===== config.mk =====
export PLATFORM = sky130hd
export DESIGN_NAME = ps2_scan_sequencer
export DESIGN_NICKNAME = d
export VERILOG_FILES = /design/src/rtl/ps2_scan_sequencer.sv
export SDC_FILE = /design/constraint.sdc
export NUM_CORES = 1
export LEC_CHECK = 0
export ABC_AREA = 1
export CORE_ASPECT_RATIO = 1.75
export CORE_MARGIN = 2
export CORE_UTILIZATION = 40
export CTS_BUF_LIST = sky130_fd_sc_hd__clkbuf_8
export DETAILED_ROUTE_END_ITERATION = 16
export SLEW_MARGIN = 10
export SYNTH_ARGS = -nofsm -noshare
export SYNTH_HDL_FRONTEND = slang
export SYNTH_SLANG_ARGS = --single-unit

===== constraint.sdc =====
create_clock -name CLK -period 2.8 [get_ports CLK]
set_input_delay 0.56 -clock CLK [delete_from_list [all_inputs] [get_ports CLK]]
set_output_delay 0.56 -clock CLK [all_outputs]
set_load 0.05 [all_outputs]

===== src/rtl/ps2_scan_sequencer.sv =====
// ---------------------------------------------------------------------------
// ps2_scan_sequencer
//
// Turns the raw byte stream from a PS/2 byte receiver into complete key
// events {ext, brk, code}. The E0 (extended) and F0 (break) prefixes are
// folded into the event. Keyboard system bytes (00, AA, EE, FA, FC, FE, FF)
// seen between sequences are dropped. A sequence whose bytes are spaced more
// than TIMEOUT_CYC cycles apart is abandoned. Events queue in a
// first-word-fall-through FIFO. When that FIFO is full, ps2_inhibit asks the
// top level to hold the PS/2 clock low.
//
// Optional feature (compile-time macro TYPEMATIC_FILTER_EN):
//   When the macro is defined, a make code that repeats the most recently
//   pushed make is suppressed until a matching break arrives. This removes
//   keyboard auto-repeat. When the macro is undefined, every make code is
//   queued.
//
// Parameters:
//   FIFO_DEPTH   event entries; a power of 2, at least 2
//   TIMEOUT_CYC  maximum CLK cycles allowed between bytes of one sequence
//
// Ports:
//   CLK           system clock; all logic runs on its rising edge
//   RST           synchronous reset, active low
//   rx_byte       received byte; valid only while rx_done_tick = 1
//   rx_done_tick  one-cycle strobe marking rx_byte as valid
//   key_code      scan code of the FIFO head (0 while empty)
//   key_ext       head event carried the E0 prefix
//   key_brk       head event is a key release
//   key_valid     FIFO holds at least one event
//   key_ack       pops the head; has an effect only while key_valid = 1
//   ps2_inhibit   registered FIFO-full flag; drives the PS/2 clock inhibit
//   seq_err       one-cycle pulse on a timeout or a malformed prefix sequence
//   overflow      sticky; set when an event is dropped, cleared only by reset
// ---------------------------------------------------------------------------
module ps2_scan_sequencer #(
  parameter int FIFO_DEPTH  = 8,
  parameter int TIMEOUT_CYC = 200000
) (
  input  logic       CLK,
  input  logic       RST,
  input  logic [7:0] rx_byte,
  input  logic       rx_done_tick,
  output logic [7:0] key_code,
  output logic       key_ext,
  output logic       key_brk,
  output logic       key_valid,
  input  logic       key_ack,
  output logic       ps2_inhibit,
  output logic       seq_err,
  output logic       overflow
);

  localparam int AW = (FIFO_DEPTH > 1) ? $clog2(FIFO_DEPTH) : 1;
  localparam int CW = AW + 1;
  localparam int TW = (TIMEOUT_CYC > 1) ? $clog2(TIMEOUT_CYC) : 1;
  localparam logic [TW-1:0] TIMER_LAST = TW'(TIMEOUT_CYC - 1);
  localparam logic [CW-1:0] FULL_COUNT = CW'(FIFO_DEPTH);

  typedef enum logic [1:0] {
    IDLE     = 2'd0,
    GOT_E0   = 2'd1,
    GOT_F0   = 2'd2,
    GOT_E0F0 = 2'd3
  } state_t;

  typedef struct packed {
    logic       ext;
    logic       brk;
    logic [7:0] code;
  } event_t;

  // -------------------------------------------------------------------------
  // Byte classification
  // -------------------------------------------------------------------------
  logic is_e0;
  logic is_f0;
  logic is_prefix;
  logic is_system;

  assign is_e0     = (rx_byte == 8'hE0);
  assign is_f0     = (rx_byte == 8'hF0);
  assign is_prefix = is_e0 | is_f0;
  assign is_system = rx_byte inside {8'h00, 8'hAA, 8'hEE, 8'hFA, 8'hFC, 8'hFE, 8'hFF};

  // -------------------------------------------------------------------------
  // Parser FSM and inter-byte timer
  // -------------------------------------------------------------------------
  state_t        state;
  state_t        state_next;
  logic [TW-1:0] timer;
  logic          timeout;
  logic          parse_push;
  event_t        parse_ev;
  logic          parse_err;

  // A byte that arrives on the last allowed cycle takes priority over the
  // timeout, so the timeout fires only on a cycle that has no tick.
  assign timeout = (state != IDLE) && !rx_done_tick && (timer == TIMER_LAST);

  // NOTE: sequential state uses non-blocking assignments, so every register
  // samples the values from before the edge, whatever the statement order.
  always_ff @(posedge CLK) begin
    if (!RST) begin
      state <= IDLE;
      timer <= '0;
    end else begin
      state <= state_next;
      if (rx_done_tick || (state == IDLE) || timeout) timer <= '0;
      else                                            timer <= timer + TW'(1);
    end
  end

  // NOTE: every combinational output gets a default value before any branch,
  // so no path leaves a signal unassigned and no latch is inferred.
  always_comb begin
    state_next = state;
    if (rx_done_tick) begin
      unique case (state)
        IDLE: begin
          if (is_e0)      state_next = GOT_E0;
          else if (is_f0) state_next = GOT_F0;
        end
        GOT_E0: begin
          if (is_f0)       state_next = GOT_E0F0;
          else if (!is_e0) state_next = IDLE;
        end
        GOT_F0, GOT_E0F0: state_next = IDLE;
        default:          state_next = IDLE;
      endcase
    end else if (timeout) begin
      state_next = IDLE;
    end
  end

  always_comb begin
    parse_push = 1'b0;
    parse_ev   = '{ext: 1'b0, brk: 1'b0, code: rx_byte};
    parse_err  = timeout;
    if (rx_done_tick) begin
      unique case (state)
        IDLE: parse_push = !is_prefix && !is_system;
        GOT_E0: begin
          parse_push   = !is_prefix;
          parse_ev.ext = 1'b1;
        end
        GOT_F0: begin
          parse_push   = !is_prefix;
          parse_err    = is_prefix;
          parse_ev.brk = 1'b1;
        end
        GOT_E0F0: begin
          parse_push   = !is_prefix;
          parse_err    = is_prefix;
          parse_ev.ext = 1'b1;
          parse_ev.brk = 1'b1;
        end
        default: parse_push = 1'b0;
      endcase
    end
  end

  // -------------------------------------------------------------------------
  // Auto-repeat filter (optional)
  // -------------------------------------------------------------------------
  logic push;

`ifdef TYPEMATIC_FILTER_EN
  logic       held;
  logic [8:0] held_key;
  logic       same_key;

  assign same_key = held && (held_key == {parse_ev.ext, parse_ev.code});
  assign push     = parse_push && !(same_key && !parse_ev.brk);

  always_ff @(posedge CLK) begin
    if (!RST) begin
      held     <= 1'b0;
      held_key <= '0;
    end else if (parse_push) begin
      if (!parse_ev.brk) begin
        // A repeated make rewrites the same value, so the register needs
        // no special case for it.
        held     <= 1'b1;
        held_key <= {parse_ev.ext, parse_ev.code};
      end else if (same_key) begin
        held <= 1'b0;
      end
    end
  end
`else
  assign push = parse_push;
`endif

  // -------------------------------------------------------------------------
  // Event FIFO (first-word fall-through)
  // -------------------------------------------------------------------------
  event_t        mem [FIFO_DEPTH];
  logic [AW-1:0] wr_ptr;
  logic [AW-1:0] rd_ptr;
  logic [CW-1:0] count;
  logic [CW-1:0] count_next;
  logic          full;
  logic          pop;
  logic          wr_en;
  event_t        head;

  assign full  = (count == FULL_COUNT);
  assign pop   = key_valid && key_ack;
  // A full FIFO can still accept a push when it pops on the same cycle.
  assign wr_en = push && (!full || pop);

  always_comb begin
    count_next = count;
    unique case ({wr_en, pop})
      2'b10:   count_next = count + CW'(1);
      2'b01:   count_next = count - CW'(1);
      default: count_next = count;
    endcase
  end

  // NOTE: the storage array has no reset. The pointers and the count alone
  // decide which entries are valid, so the array can map onto plain RAM.
  always_ff @(posedge CLK) begin
    if (wr_en) mem[wr_ptr] <= parse_ev;
  end

  always_ff @(posedge CLK) begin
    if (!RST) begin
      wr_ptr      <= '0;
      rd_ptr      <= '0;
      count       <= '0;
      ps2_inhibit <= 1'b0;
      seq_err     <= 1'b0;
      overflow    <= 1'b0;
    end else begin
      if (wr_en) wr_ptr <= wr_ptr + AW'(1);
      if (pop)   rd_ptr <= rd_ptr + AW'(1);
      count       <= count_next;
      ps2_inhibit <= (count_next == FULL_COUNT);
      seq_err     <= parse_err;
      if (push && full && !pop) overflow <= 1'b1;
    end
  end

  // The head fields are forced to zero while the FIFO is empty, so the
  // outputs are defined even when they read storage that was never written.
  assign head      = mem[rd_ptr];
  assign key_valid = (count != '0);
  assign key_code  = key_valid ? head.code : 8'h00;
  assign key_ext   = key_valid & head.ext;
  assign key_brk   = key_valid & head.brk;

endmodule


==> impl_metrics.csv <==
group,metric,value,unit
run_status,outcome,"finished clean",
sta,hold_viol,0,
clock_tree,clock-root-buffer,"clkbuf_8",
route,wire_per_inst,14.7,µm
sta,setup_viol,0,
setup_path,worstPathRequired,2.24,ns
place,pre_cts_ws,-0.280,ns
route,vias,3705,
place,numPortBuffers,25,
sta,slew_viol_final,0,
power,power_switching_share,33.4,%
clock_tree,cts.sinks,116,
layout,num_antenna_cells,0,
yosys,seq_area_frac_synth,62.0,%
power,p_per_area,805,nW/µm²
die,core-area,12400,µm²
setup_path,max_stage_delay,0.82,ns
power,irDropWorstVdd,297,µV
route,routed_via_density,4.94,
clock_tree,cts_buffers,17,
route,dr.pass1.iters,4,
die,die_h,153,µm
clock_tree,clock_latency,0.43,ns
yosys,yosysWarningCount,0,
yosys,yosysUniqueCellTypes,40,
setup_path,path_cells,"inv_1, nand3_1, buf_4, clkdlybuf4s50_1",
sta,fmax,0.379,GHz
flow_run,maxCapViolations,0,
power,p_sw,1.67,mW
sta,period_needed,2.64,ns
sta,rsz0062_at_grt,"no",
grt,antenna_found_initial,0,
setup_path,path_max_fanout,11,
clock_tree,cts_tree,"done",
place,hpwl,7630,µm
route,drt_wl_total,11000,µm
sta,whs,0.471,ns
sta,min_period_over_period,94.2,%
die,core.rowCount,54,
route,ant_nets,0,
power,pwr-share-clk,33.6,%
setup_path,end_kind,"primary output",
layout,drive_gt1_share,21.3,%
layout,finalNetCount,587,
clock_tree,clk_path_buf_depth,2,
route,route.detailed.drc,0,
grt,grt.overflow.total,0,
yosys,netlist_instances,498,
yosys,syn_area,5040,µm²
grt,grt_max_degree,41,
power,p_int,3.32,mW
place,gp_congestion,0.800,
die,dieWidth,88.9,µm
sta,maxSlewHeadroom,58.7,%
sta,setup_ws,0.163,ns
setup_path,path_class,"register to primary output",
die,io_pins,26,
grt,first_global_vias,3688,
layout,areaGrowthSynthToFinish,23.0,%
sta,fin_tns_setup,0,ns
die,start_util,40.8,%
sta,worst_pin_slew,0.618,ns
power,leakage,2.35,nW
setup_path,cp-start-kind,"register",
sta,clock_skew,0.0121,ns
yosys,synth_nets,516,
power,seq_power_share,39.1,%
clock_tree,htreeDepth,4,
yosys,synth-seq-cells,116,
power,power_frac_comb,27.3,%
clock_tree,cts.clk_slew.worst_paths,0.07,ns
yosys,syn_avg_cell_area,10.1,µm²
grt,grt_pass1_wl,17900,µm
clock_tree,post_cts_buffers,0,
grt,grt_usage,17.6,%
setup_path,critPathSlowestCell,"clkdlybuf4s50_1",
die,fp.dieArea,13600,µm²
hold_path,hold_path_class,"register to register",
setup_path,arrival,2.08,ns
route,first_iter_violations,162,
[repair_timing]
action / CTS / global route
endpoints found under the setup margin: 0 / 6
resized for setup: 0 / 8
hold buffers: 0 / 0
[final timing paths]
kind | startpoint | to | slack, ns | cells after the start
max | count[2] | key_valid | 0.16 | 4
min | rd_ptr[2] | rd_ptr[2] | 0.47 | 2
min reg2reg | rd_ptr[2] | rd_ptr[2] | 0.47 | 2
max reg2reg | count[2] | ps2_inhibit | 0.76 | 16
[cells by family after synthesis]
logic type / share of synthesized area (%)
simple gates: 19.3
compound gates: 11.3
flops: 62.0
buf+inv: 4.77
xor+xnor: 1.04
fa+ha+maj: 1.64
[final cells by class]
type	count	area, µm²
fillers	1151	6160
flip-flops and latches	116	3120
multi-input cells	320	1690
repair buffers	68	561
clock buffers	17	234
well taps	168	210
clock inverters	15	204
inverters	46	176
[worst max-delay path: cells and delay by family, from the launching register on]
kind          cells  cell delay, ns
flops             1            0.39
buf+inv           3            1.13
simple gates      1            0.12
[power groups by stage]
| stage | registers [mW] | clock network [mW] | logic, mW |
|---|---|---|---|
| final | 1.95 | 1.68 | 1.36 |
| after global routing | 1.96 | 1.80 | 1.49 |
| after CTS | 1.94 | 1.72 | 1.36 |
| after detailed placement | 1.98 | 0 | 1.36 |
| after global placement | 1.98 | 0 | 1.34 |
| after floorplan | 1.98 | 0 | 0.899 |
[layout by cell type, fill, tap and decap left out, types with 3 or more instances in the layout]
| cell type | Yosys | routed |
|---|---|---|
| o21ai_1 | 3 | 3 |
| nor2_2 | 6 | 6 |
| dfxtp_1 | 36 | 36 |
| a21oi_1 | 14 | 14 |
| inv_6 | 0 | 3 |
| nand4_1 | 5 | 5 |
| edfxtp_1 | 80 | 80 |
| nand3_1 | 17 | 17 |
| o22ai_1 | 10 | 10 |
| inv_1 | 41 | 39 |
| o21ai_0 | 58 | 58 |
| a31oi_1 | 11 | 11 |
| clkdlybuf4s50_1 | 0 | 13 |
| clkinv_4 | 0 | 3 |
| nor3_1 | 5 | 5 |
| nor2_4 | 3 | 3 |
| bufinv_16 | 0 | 4 |
| nand2_2 | 8 | 9 |
| ha_1 | 5 | 4 |
| buf_4 | 0 | 51 |
| nand3_2 | 3 | 3 |
| clkinvlp_4 | 0 | 4 |
| nand2_1 | 45 | 44 |
| nor2_1 | 102 | 102 |
| xnor2_1 | 4 | 4 |
| clkbuf_8 | 0 | 17 |
| inv_2 | 4 | 5 |
[Yosys cell counts]
cell type / n / area share [%]
nor4_1: 1 / 0.12
clkbuf_1: 15 / 1.1
a31oi_1: 11 / 1.4
nand4_2: 2 / 0.50
nor2_1: 102 / 7.6
edfxtp_1: 80 / 48
nand2_4: 1 / 0.22
o211ai_1: 1 / 0.15
inv_1: 41 / 3.1
o21a_1: 1 / 0.15
a31o_2: 1 / 0.17
xnor2_1: 4 / 0.69
fa_1: 1 / 0.40
clkinv_1: 1 / 0.074
nor3_4: 1 / 0.32
or2_4: 1 / 0.17
nor3_2: 1 / 0.20
a21oi_1: 14 / 1.4
nor2_2: 6 / 0.74
nor2_4: 3 / 0.67
o21ai_1: 3 / 0.30
a21o_1: 1 / 0.15
nor3b_1: 2 / 0.30
o21ai_0: 58 / 5.8
nand2_2: 8 / 0.99
nand3_1: 17 / 1.7
ha_1: 5 / 1.2
nand4_1: 5 / 0.62
a21oi_2: 1 / 0.17
nor3_1: 5 / 0.50
inv_2: 4 / 0.30
a311oi_2: 1 / 0.30
o22ai_1: 10 / 1.2
xor2_1: 2 / 0.35
nand3_2: 3 / 0.60
nand2_1: 45 / 3.4
o21ai_2: 1 / 0.17
buf_6: 1 / 0.22
nand3_4: 2 / 0.69
dfxtp_1: 36 / 14
[flip-flops by register name, indices dropped and copies added (netlist names), named ones only]
name,count
state,2
wr_ptr,3
timer,18
ps2_inhibit,1
overflow,1
rd_ptr,3
count,4
seq_err,1
mem,80
[per-layer routing]
layer | wire length (µm) | GRT usage [%] | share of wire (%)
met5 | 0 | 0 | 0
met1 | 4330 | 19.0 | 39
met3 | 319 | 4.01 | 2.9
met2 | 5950 | 30.8 | 54
met4 | 427 | 9.38 | 3.9
[through the flow]
step / power [mW] / cells / utilization (%) / instance area (µm²)
finish: 4.99 / 750 / 50.2 / 6200
global route: 5.25 / 750 / 50.2 / 6200
CTS: 5.03 / 750 / 49.9 / 6170
detailed placement: 3.34 / 718 / 46.4 / 5730
global placement: 3.32 / 718 / 46.4 / 5730
floorplan: 2.88 / 498 / - / 5040
No activity file was read; power rests on OpenSTA's default activity.
